==> src/rtl/systolic_pkg.sv <==
// rtl/systolic_pkg.sv - shared constants, FSM encoding and lane-slice helper for the systolic input skew feeder
package systolic_pkg;

    localparam int DEFAULT_DIMENSION = 4;
    localparam int DEFAULT_I_BITS    = 8;

    localparam int STATE_BITS = 2;

    localparam logic [STATE_BITS-1:0] ST_IDLE   = 2'd0;
    localparam logic [STATE_BITS-1:0] ST_CLEAR  = 2'd1;
    localparam logic [STATE_BITS-1:0] ST_STREAM = 2'd2;
    localparam logic [STATE_BITS-1:0] ST_FLUSH  = 2'd3;

    function automatic int lane_lsb(input int lane, input int width);
        return lane * width;
    endfunction

endpackage

==> src/rtl/skew_delay_line.sv <==
// rtl/skew_delay_line.sv - DEPTH-stage {reset,data} token chain that shifts only on advance
module skew_delay_line #(
    parameter int DEPTH = 1,
    parameter int W     = 9
) (
    input  logic         i_clock,
    input  logic         i_reset,
    input  logic         i_advance,
    input  logic [W-1:0] i_token,
    output logic [W-1:0] o_token
);

    logic [W-1:0] stage_q [DEPTH];

    // Stage 0 is the input register; stages 1..DEPTH-1 provide the diagonal skew.
    always_ff @(posedge i_clock or posedge i_reset) begin
        if (i_reset) begin
            for (int s = 0; s < DEPTH; s++) begin
                stage_q[s] <= '0;
            end
        end else if (i_advance) begin
            stage_q[0] <= i_token;
            for (int s = 1; s < DEPTH; s++) begin
                stage_q[s] <= stage_q[s-1];
            end
        end
    end

    assign o_token = stage_q[DEPTH-1];

endmodule

==> src/rtl/systolic_input_skew.sv <==
// rtl/systolic_input_skew.sv - diagonally skewed a/b edge feeder with reset tokens for an output-stationary array
module systolic_input_skew
    import systolic_pkg::*;
#(
    parameter int DIMENSION = DEFAULT_DIMENSION,
    parameter int I_BITS    = DEFAULT_I_BITS,
    parameter int CNT_BITS  = $clog2(DIMENSION + 1)
) (
    input  logic                          i_clock,
    input  logic                          i_reset,
    input  logic                          i_start,
    input  logic [DIMENSION*I_BITS-1:0]   i_a_col,
    input  logic [DIMENSION*I_BITS-1:0]   i_b_row,
    input  logic                          i_s_valid,
    output logic                          o_s_ready,
    output logic                          o_valid,
    output logic [DIMENSION*I_BITS-1:0]   o_a,
    output logic [DIMENSION*I_BITS-1:0]   o_b,
    output logic [DIMENSION-1:0]          o_a_reset,
    output logic [DIMENSION-1:0]          o_b_reset,
    output logic                          o_busy,
    output logic                          o_done
);

    localparam logic [CNT_BITS-1:0] LAST_BEAT = CNT_BITS'(DIMENSION - 1);

    logic [STATE_BITS-1:0] state_q, state_d;
    logic [CNT_BITS-1:0]   cnt_q, cnt_d;
    logic                  valid_q, valid_d;

    logic advance;
    logic stream_beat;
    logic inject_reset;
    logic done;

    assign stream_beat  = (state_q == ST_STREAM) && i_s_valid;
    assign inject_reset = (state_q == ST_CLEAR);
    assign advance      = (state_q == ST_CLEAR) || (state_q == ST_FLUSH) || stream_beat;
    assign valid_d      = advance;

    always_comb begin
        state_d = state_q;
        cnt_d   = cnt_q;
        done    = 1'b0;
        case (state_q)
            ST_IDLE: begin
                if (i_start) begin
                    state_d = ST_CLEAR;
                end
            end
            ST_CLEAR: begin
                state_d = ST_STREAM;
                cnt_d   = '0;
            end
            ST_STREAM: begin
                if (i_s_valid) begin
                    if (cnt_q == LAST_BEAT) begin
                        state_d = ST_FLUSH;
                        cnt_d   = '0;
                    end else begin
                        cnt_d = cnt_q + 1'b1;
                    end
                end
            end
            ST_FLUSH: begin
                // DIMENSION zero beats drain the longest lane completely.
                if (cnt_q == LAST_BEAT) begin
                    state_d = ST_IDLE;
                    cnt_d   = '0;
                    done    = 1'b1;
                end else begin
                    cnt_d = cnt_q + 1'b1;
                end
            end
            default: begin
                state_d = ST_IDLE;
                cnt_d   = '0;
            end
        endcase
    end

    always_ff @(posedge i_clock or posedge i_reset) begin
        if (i_reset) begin
            state_q <= ST_IDLE;
            cnt_q   <= '0;
            valid_q <= 1'b0;
        end else begin
            state_q <= state_d;
            cnt_q   <= cnt_d;
            valid_q <= valid_d;
        end
    end

    assign o_s_ready = (state_q == ST_STREAM);
    assign o_busy    = (state_q != ST_IDLE);
    assign o_done    = done;
    assign o_valid   = valid_q;

    for (genvar i = 0; i < DIMENSION; i++) begin : g_lane
        localparam int LSB = lane_lsb(i, I_BITS);

        logic [I_BITS:0] a_token_in, a_token_out;
        logic [I_BITS:0] b_token_in, b_token_out;

        // Outside STREAM the data field is zero: CLEAR carries only the reset flag, FLUSH is all zero.
        assign a_token_in = {inject_reset, stream_beat ? i_a_col[LSB +: I_BITS] : {I_BITS{1'b0}}};
        assign b_token_in = {inject_reset, stream_beat ? i_b_row[LSB +: I_BITS] : {I_BITS{1'b0}}};

        skew_delay_line #(
            .DEPTH (i + 1),
            .W     (I_BITS + 1)
        ) u_a_line (
            .i_clock   (i_clock),
            .i_reset   (i_reset),
            .i_advance (advance),
            .i_token   (a_token_in),
            .o_token   (a_token_out)
        );

        skew_delay_line #(
            .DEPTH (i + 1),
            .W     (I_BITS + 1)
        ) u_b_line (
            .i_clock   (i_clock),
            .i_reset   (i_reset),
            .i_advance (advance),
            .i_token   (b_token_in),
            .o_token   (b_token_out)
        );

        assign o_a[LSB +: I_BITS] = a_token_out[I_BITS-1:0];
        assign o_a_reset[i]       = a_token_out[I_BITS];
        assign o_b[LSB +: I_BITS] = b_token_out[I_BITS-1:0];
        assign o_b_reset[i]       = b_token_out[I_BITS];
    end

endmodule

==> config.mk <==
export PLATFORM = sky130hd
export DESIGN_NAME = systolic_input_skew
export DESIGN_NICKNAME = d
export VERILOG_FILES = /design/src/rtl/systolic_pkg.sv /design/src/rtl/skew_delay_line.sv /design/src/rtl/systolic_input_skew.sv
export SDC_FILE = /design/constraint.sdc
export NUM_CORES = 1
export LEC_CHECK = 0
export ABC_AREA = 1
export ABC_CLOCK_PERIOD_IN_PS = 6600
export CORE_MARGIN = 2
export CORE_UTILIZATION = 52
export CTS_CLUSTER_DIAMETER = 120
export CTS_CLUSTER_SIZE = 25
export DETAILED_ROUTE_END_ITERATION = 8
export PLACE_DENSITY = 0.8
export SLEW_MARGIN = 20
export SYNTH_ARGS = -nofsm -noshare
export SYNTH_HDL_FRONTEND = slang
export SYNTH_SLANG_ARGS = --single-unit
==> constraint.sdc <==
create_clock -name i_clock -period 6.6 [get_ports i_clock]
set_clock_uncertainty 0.15 [all_clocks]
set_input_delay 0.66 -clock i_clock [delete_from_list [all_inputs] [get_ports i_clock]]
set_output_delay 0.66 -clock i_clock [all_outputs]
set_load 0.005 [all_outputs]
* After elaboration in Yosys (flattened, before gate mapping)
Cells that the tools add are included.
Word-level totals: bits in registers 186, bits of input ports 68, output and inout port bits 76, logic and storage cells 58
Operators by class: $add $sub $neg 1, eq/ne operators 8, mux-type cells 18, reductions and logical operators 8
Operators with widths (count):
- $mux W8 | 8
- $pmux W3 S3 | 1
- $mux W2 | 4
- $pmux W2 S4 | 1
- $mux W3 | 2
- $eq A2 B2 Y1 const B | 2
- $ne A2 B1 Y1 const B | 2
- $ne A2 B2 Y1 const B | 2
- $reduce_and A4 Y1 | 1
- $add A3 B1 Y3 const B | 1
- $eq A3 B2 Y1 const B | 1
- $reduce_bool A3 Y1 | 1
- $eq A2 B1 Y1 const B | 1
- $logic_not A2 Y1 | 1
- $logic_or A1 B1 Y1 | 2
- $mux W1 | 2
- $reduce_and A2 Y1 | 1
- $reduce_bool A2 Y1 | 1
- $logic_and A1 B1 Y1 | 1

* Longest topological paths before layout
depth after elaboration 4, mapped depth 9, depth with buffers taken out 8

* Modules after synthesis
Synthesis repeated with hierarchy kept, for this count alone.
Unflattened totals: cell total of the unflattened synthesis 1009, area, all modules 8545.7 µm²
Modules (own cells, without submodules):
- skew_delay_line at g_lane[3].u_a_line ... | instances 2, cells each 162, area each 1490.2 µm², sequential area each 900.9 µm²
- skew_delay_line at g_lane[2].u_a_line ... | instances 2, cells each 124, area each 1139.8 µm², sequential area each 675.6 µm²
- skew_delay_line at g_lane[1].u_a_line ... | instances 2, cells each 86, area each 782.0 µm², sequential area each 450.4 µm²
- systolic_input_skew | instances 1, cells each 187, area each 1031.0 µm², sequential area each 150.1 µm²
- skew_delay_line at g_lane[0].u_a_line ... | instances 2, cells each 39, area each 345.3 µm², sequential area each 225.2 µm²

* Worst setup path after synthesis
No wires, ideal clock.
path kind register -> register, from register state_q[0], to register g_lane[1].u_a_line.stage_q (netlist bit g_lane[1].u_a_line.o_token[0]), arrival time 1.357 ns, slack 4.973 ns, cell stages (with the launch flop) 9, path buffers 3, clock period less this slack 1.627 ns, cells stage by stage dfrtp_1 inv_1 ha_1 nand2_1 nand3_2 buf_6 buf_6 buf_6 a21oi_2
Between the ends: word-level cells in the longest chain between the ends 3
RTL lines:
- from (decl) | RTL line systolic_input_skew.sv:27 | logic [STATE_BITS-1:0] state_q, state_d;
- from (signal assigned) | RTL line systolic_input_skew.sv:88 | state_q <= state_d;
- $eq A2 B2 Y1
- via o_s_ready | RTL line systolic_input_skew.sv:15 | output logic o_s_ready,
- $logic_and A1 B1 Y1 | RTL line systolic_input_skew.sv:36 | assign stream_beat = (state_q == ST_STREAM) && i_s_valid;
- $logic_or A1 B1 Y1 | RTL line systolic_input_skew.sv:38 | assign advance = (state_q == ST_CLEAR) || (state_q == ST_FLUSH) || stream_beat;
- to (signal, indexed assignment) | RTL line skew_delay_line.sv:24 | stage_q[s] <= stage_q[s-1];
- to (decl) | RTL line skew_delay_line.sv:13 | logic [W-1:0] stage_q [DEPTH];
The timed path passes the listed nets, and every way through them passes these cells. A chain may end at the register's enable or synchronous reset.

* Final worst setup path
from register state_q[0], to output o_s_ready
Between the ends: word-level cells in the longest chain between the ends 1
RTL lines:
- $eq A2 B2 Y1 | RTL line systolic_input_skew.sv:94 | assign o_s_ready = (state_q == ST_STREAM);
- to (decl) | RTL line systolic_input_skew.sv:15
Every way passes these cells.

==> flow_summary.toml <==
[power_and_ir_drop]
power_mw = 4.82
power.density_cell_area_mw_per_mm2 = 536
vdd.ir_drop.worst_v = 0.000484
cellLeakagePower_nw = 3.94

[synthesis]
synthesized_nets = 822
yosys_warnings = 0
netlist_cell_types = 17
combinational_family_with_the_most_area_after_synthesis = "buffers and inverters"
yosys_register_bits = 170
synth.area.mux_share_pct = 0
synth-seq-area-share_pct = 58.0
post_synth_fa_ha_maj_area_fraction_pct = 1.19
syn-mean-instance-area_um2 = 9.81
synth_cells = 747
fraction_of_synthesized_cell_area_in_xor_and_xnor_cells_pct = 0
syn-cell-area_mm2 = 0.00733
synthSimpleGateAreaFrac_pct = 10.9
synth-compound-area-share_pct = 14.4

[sta]
layout_worst_path_cycle_share_pct = 48.0
timing.fmax_ghz = 0.315
maxSlewViolCount = 0
rsz0062_at_grt = "no"
final_hold_viol_count = 0
tightestPinTransition_ns = 0.908
post_route_setup_tns_ns = 0
normalized_max_slew_margin_pct = 39.5
fin_crit_ns = 3.17
finalSetupViolCount = 0

[detailed_routing]
antenna_left = 0
detailedRoute.firstPassIterationCount = 5
vias = 4881
sum_of_routed_wire_length_over_all_layers_um = 13600
drt-vias-per-instance = 4.85
routedWlPerCell_um = 13.5
post-route-drc-count = 0
first_iter_violations = 323

[clock_tree]
clk_latency_ns = 0.42
h_tree_levels = 4
tritoncts.num_buffers = 17
cts-resized-gates = 0
cts_tree = "built"
ctsHoldBuffers = 0
cts_num_sinks = 170
number_of_buffers_between_clock_root_and_the_deepest_sink = 2
clock_tree.root_cell = "clkbuf_16"
post-cts-setup-buffer-count = 0
clk_pin_slew_worst_paths_ns = 0.06

[hold_path]
min_path_cells = 2
min-delay-path-class = "register to register"

[placed_design]
placedInstanceArea_mm2 = 0.00835
place.port_buffers = 143
gp_congestion = 0.746
dp_hpwl_um = 8400

[global_route]
antenna_found_initial = 0
vias_in_the_first_global_route = 4569
grt_first_pass_wirelength_um = 22300
grt_util_all_layers_pct = 19.1
global_route.overflow_total = 0
grt_max_degree = 157

[floorplan]
die_h_um = 123
placementRows = 43
design.die.area_mm2 = 0.0151
start_util_pct = 53.0
io_pins = 144
die_w_um = 123
core_region_area_mm2 = 0.0138

[layout]
post_route_cells_drive_above_1_share_pct = 12.1
synthToLayoutAreaGrowth_pct = 22.6
cell_area_after_layout_mm2 = 0.00899
nets = 890
most-common-layout-cells = "dfrtp_1 (170), clkdlybuf4s50_1 (142), inv_1 (115)"
antenna_cells_inserted = 0
layout_commonest_cell = "dfrtp_1"

[critical_path]
worstPathRequired_ns = 5.79
worst_ep_arrival_time_ns = 2.36
worst_r2r_path_depth = 7
endpoint_kind = "primary output"
critPathLaunchType = "register"
r2r_setup_slack_ns = 3.48
cp_max_fo = 68
timing.setup.critical_path_class = "register to primary output"

[run_status]
run_status = "finished, final reports clean"

[flow_run]
cap_violations = 0
==> worst max-delay path: stages, from the launching register on <==
cell	delay, ns
dfrtp_1	0.41
inv_1	0.14
ha_2	0.18
buf_4	0.57
clkdlybuf4s50_1	0.63
==> layout make-up <==
cell class / count / area, um^2
Clock inverter: 10 / 164
Clock buffer: 21 / 470
Timing Repair Buffer: 148 / 1480
Inverter: 117 / 444
Tap cell: 180 / 225
Fill cell: 1101 / 4840
Sequential cell: 170 / 4250
Multi-Input combinational cell: 361 / 1950
==> Yosys cell counts <==
master | number | area (um^2)
a21oi_1 | 1 | 5.00
a21oi_2 | 59 | 517
buf_2 | 34 | 170
buf_4 | 56 | 420
buf_6 | 9 | 101
dfrtp_1 | 170 | 4250
ha_1 | 7 | 87.6
inv_1 | 116 | 435
inv_2 | 1 | 3.75
nand2_1 | 55 | 206
nand3_1 | 68 | 340
nand3_2 | 1 | 10.0
nand3b_1 | 1 | 7.51
nor2_1 | 61 | 229
o21ai_0 | 97 | 485
o21ai_1 | 10 | 50.1
or2_2 | 1 | 6.26
==> registers in the layout (all words and copies together) (netlist names) <==
name                     cells
g_lane.u_a_line.stage_q     50
g_lane.u_b_line.stage_q     48
cnt_q                        3
state_q                      2
o_valid                      1
g_lane.u_b_line.o_token     32
g_lane.u_a_line.o_token     34
==> where the power goes <==
part | internal (mW) | total (mW) | leakage [nW] | switching (mW)
Sequential | 1.56 | 1.79 | 2.17 | 0.230
Combinational | 0.881 | 1.97 | 1.46 | 1.09
Clock | 0.663 | 1.06 | 0.310 | 0.393
==> logic make-up after synthesis <==
group,Yosys count
AO/OA/AOI/OAI,167
adder cells (fa/ha/maj),7
buffers and inverters,216
flip-flops,170
AND/OR/NAND/NOR,187
==> metrics by stage <==
step | utilization, % | cells | setup slack [ns] | hold slack (ns)
floorplan | - | 747 | 1.19 | 0.303
global placement | 60.4 | 976 | 3.58 | 0.310
detailed placement | 60.4 | 976 | 3.52 | 0.315
CTS | 65.0 | 1007 | 3.39 | 0.335
global route | 65.0 | 1007 | 3.17 | 0.363
finish | 65.0 | 1007 | 3.43 | 0.326
==> routing by layer <==
metal  share of wire, %  global-route usage (%)  vias to the layer above
li1                   -                       -                     2447
met1                 46                    26.4                     2286
met2                 47                    28.8                      132
met3                5.0                    5.30                       16
met4                1.8                    7.33                        0
met5                  0                       0                        -
==> path summary, 6_finish.rpt <==
path	endpoint	startpoint
max	o_s_ready	state_q[0]$_DFFE_PP0P_
min	g_lane[2].u_a_line.o_token[7]$_DFFE_PP0P_	g_lane[2].u_a_line.stage_q[16]$_DFFE_PP0P_
max reg2reg	g_lane[0].u_b_line.o_token[0]$_DFFE_PP0P_	state_q[0]$_DFFE_PP0P_
min reg2reg	g_lane[2].u_a_line.o_token[7]$_DFFE_PP0P_	g_lane[2].u_a_line.stage_q[16]$_DFFE_PP0P_
max in group asynchronous	g_lane[2].u_a_line.o_token[1]$_DFFE_PP0P_	i_reset
min in group asynchronous	g_lane[3].u_a_line.stage_q[21]$_DFFE_PP0P_	i_reset
Power figures use the tool's default switching activity.
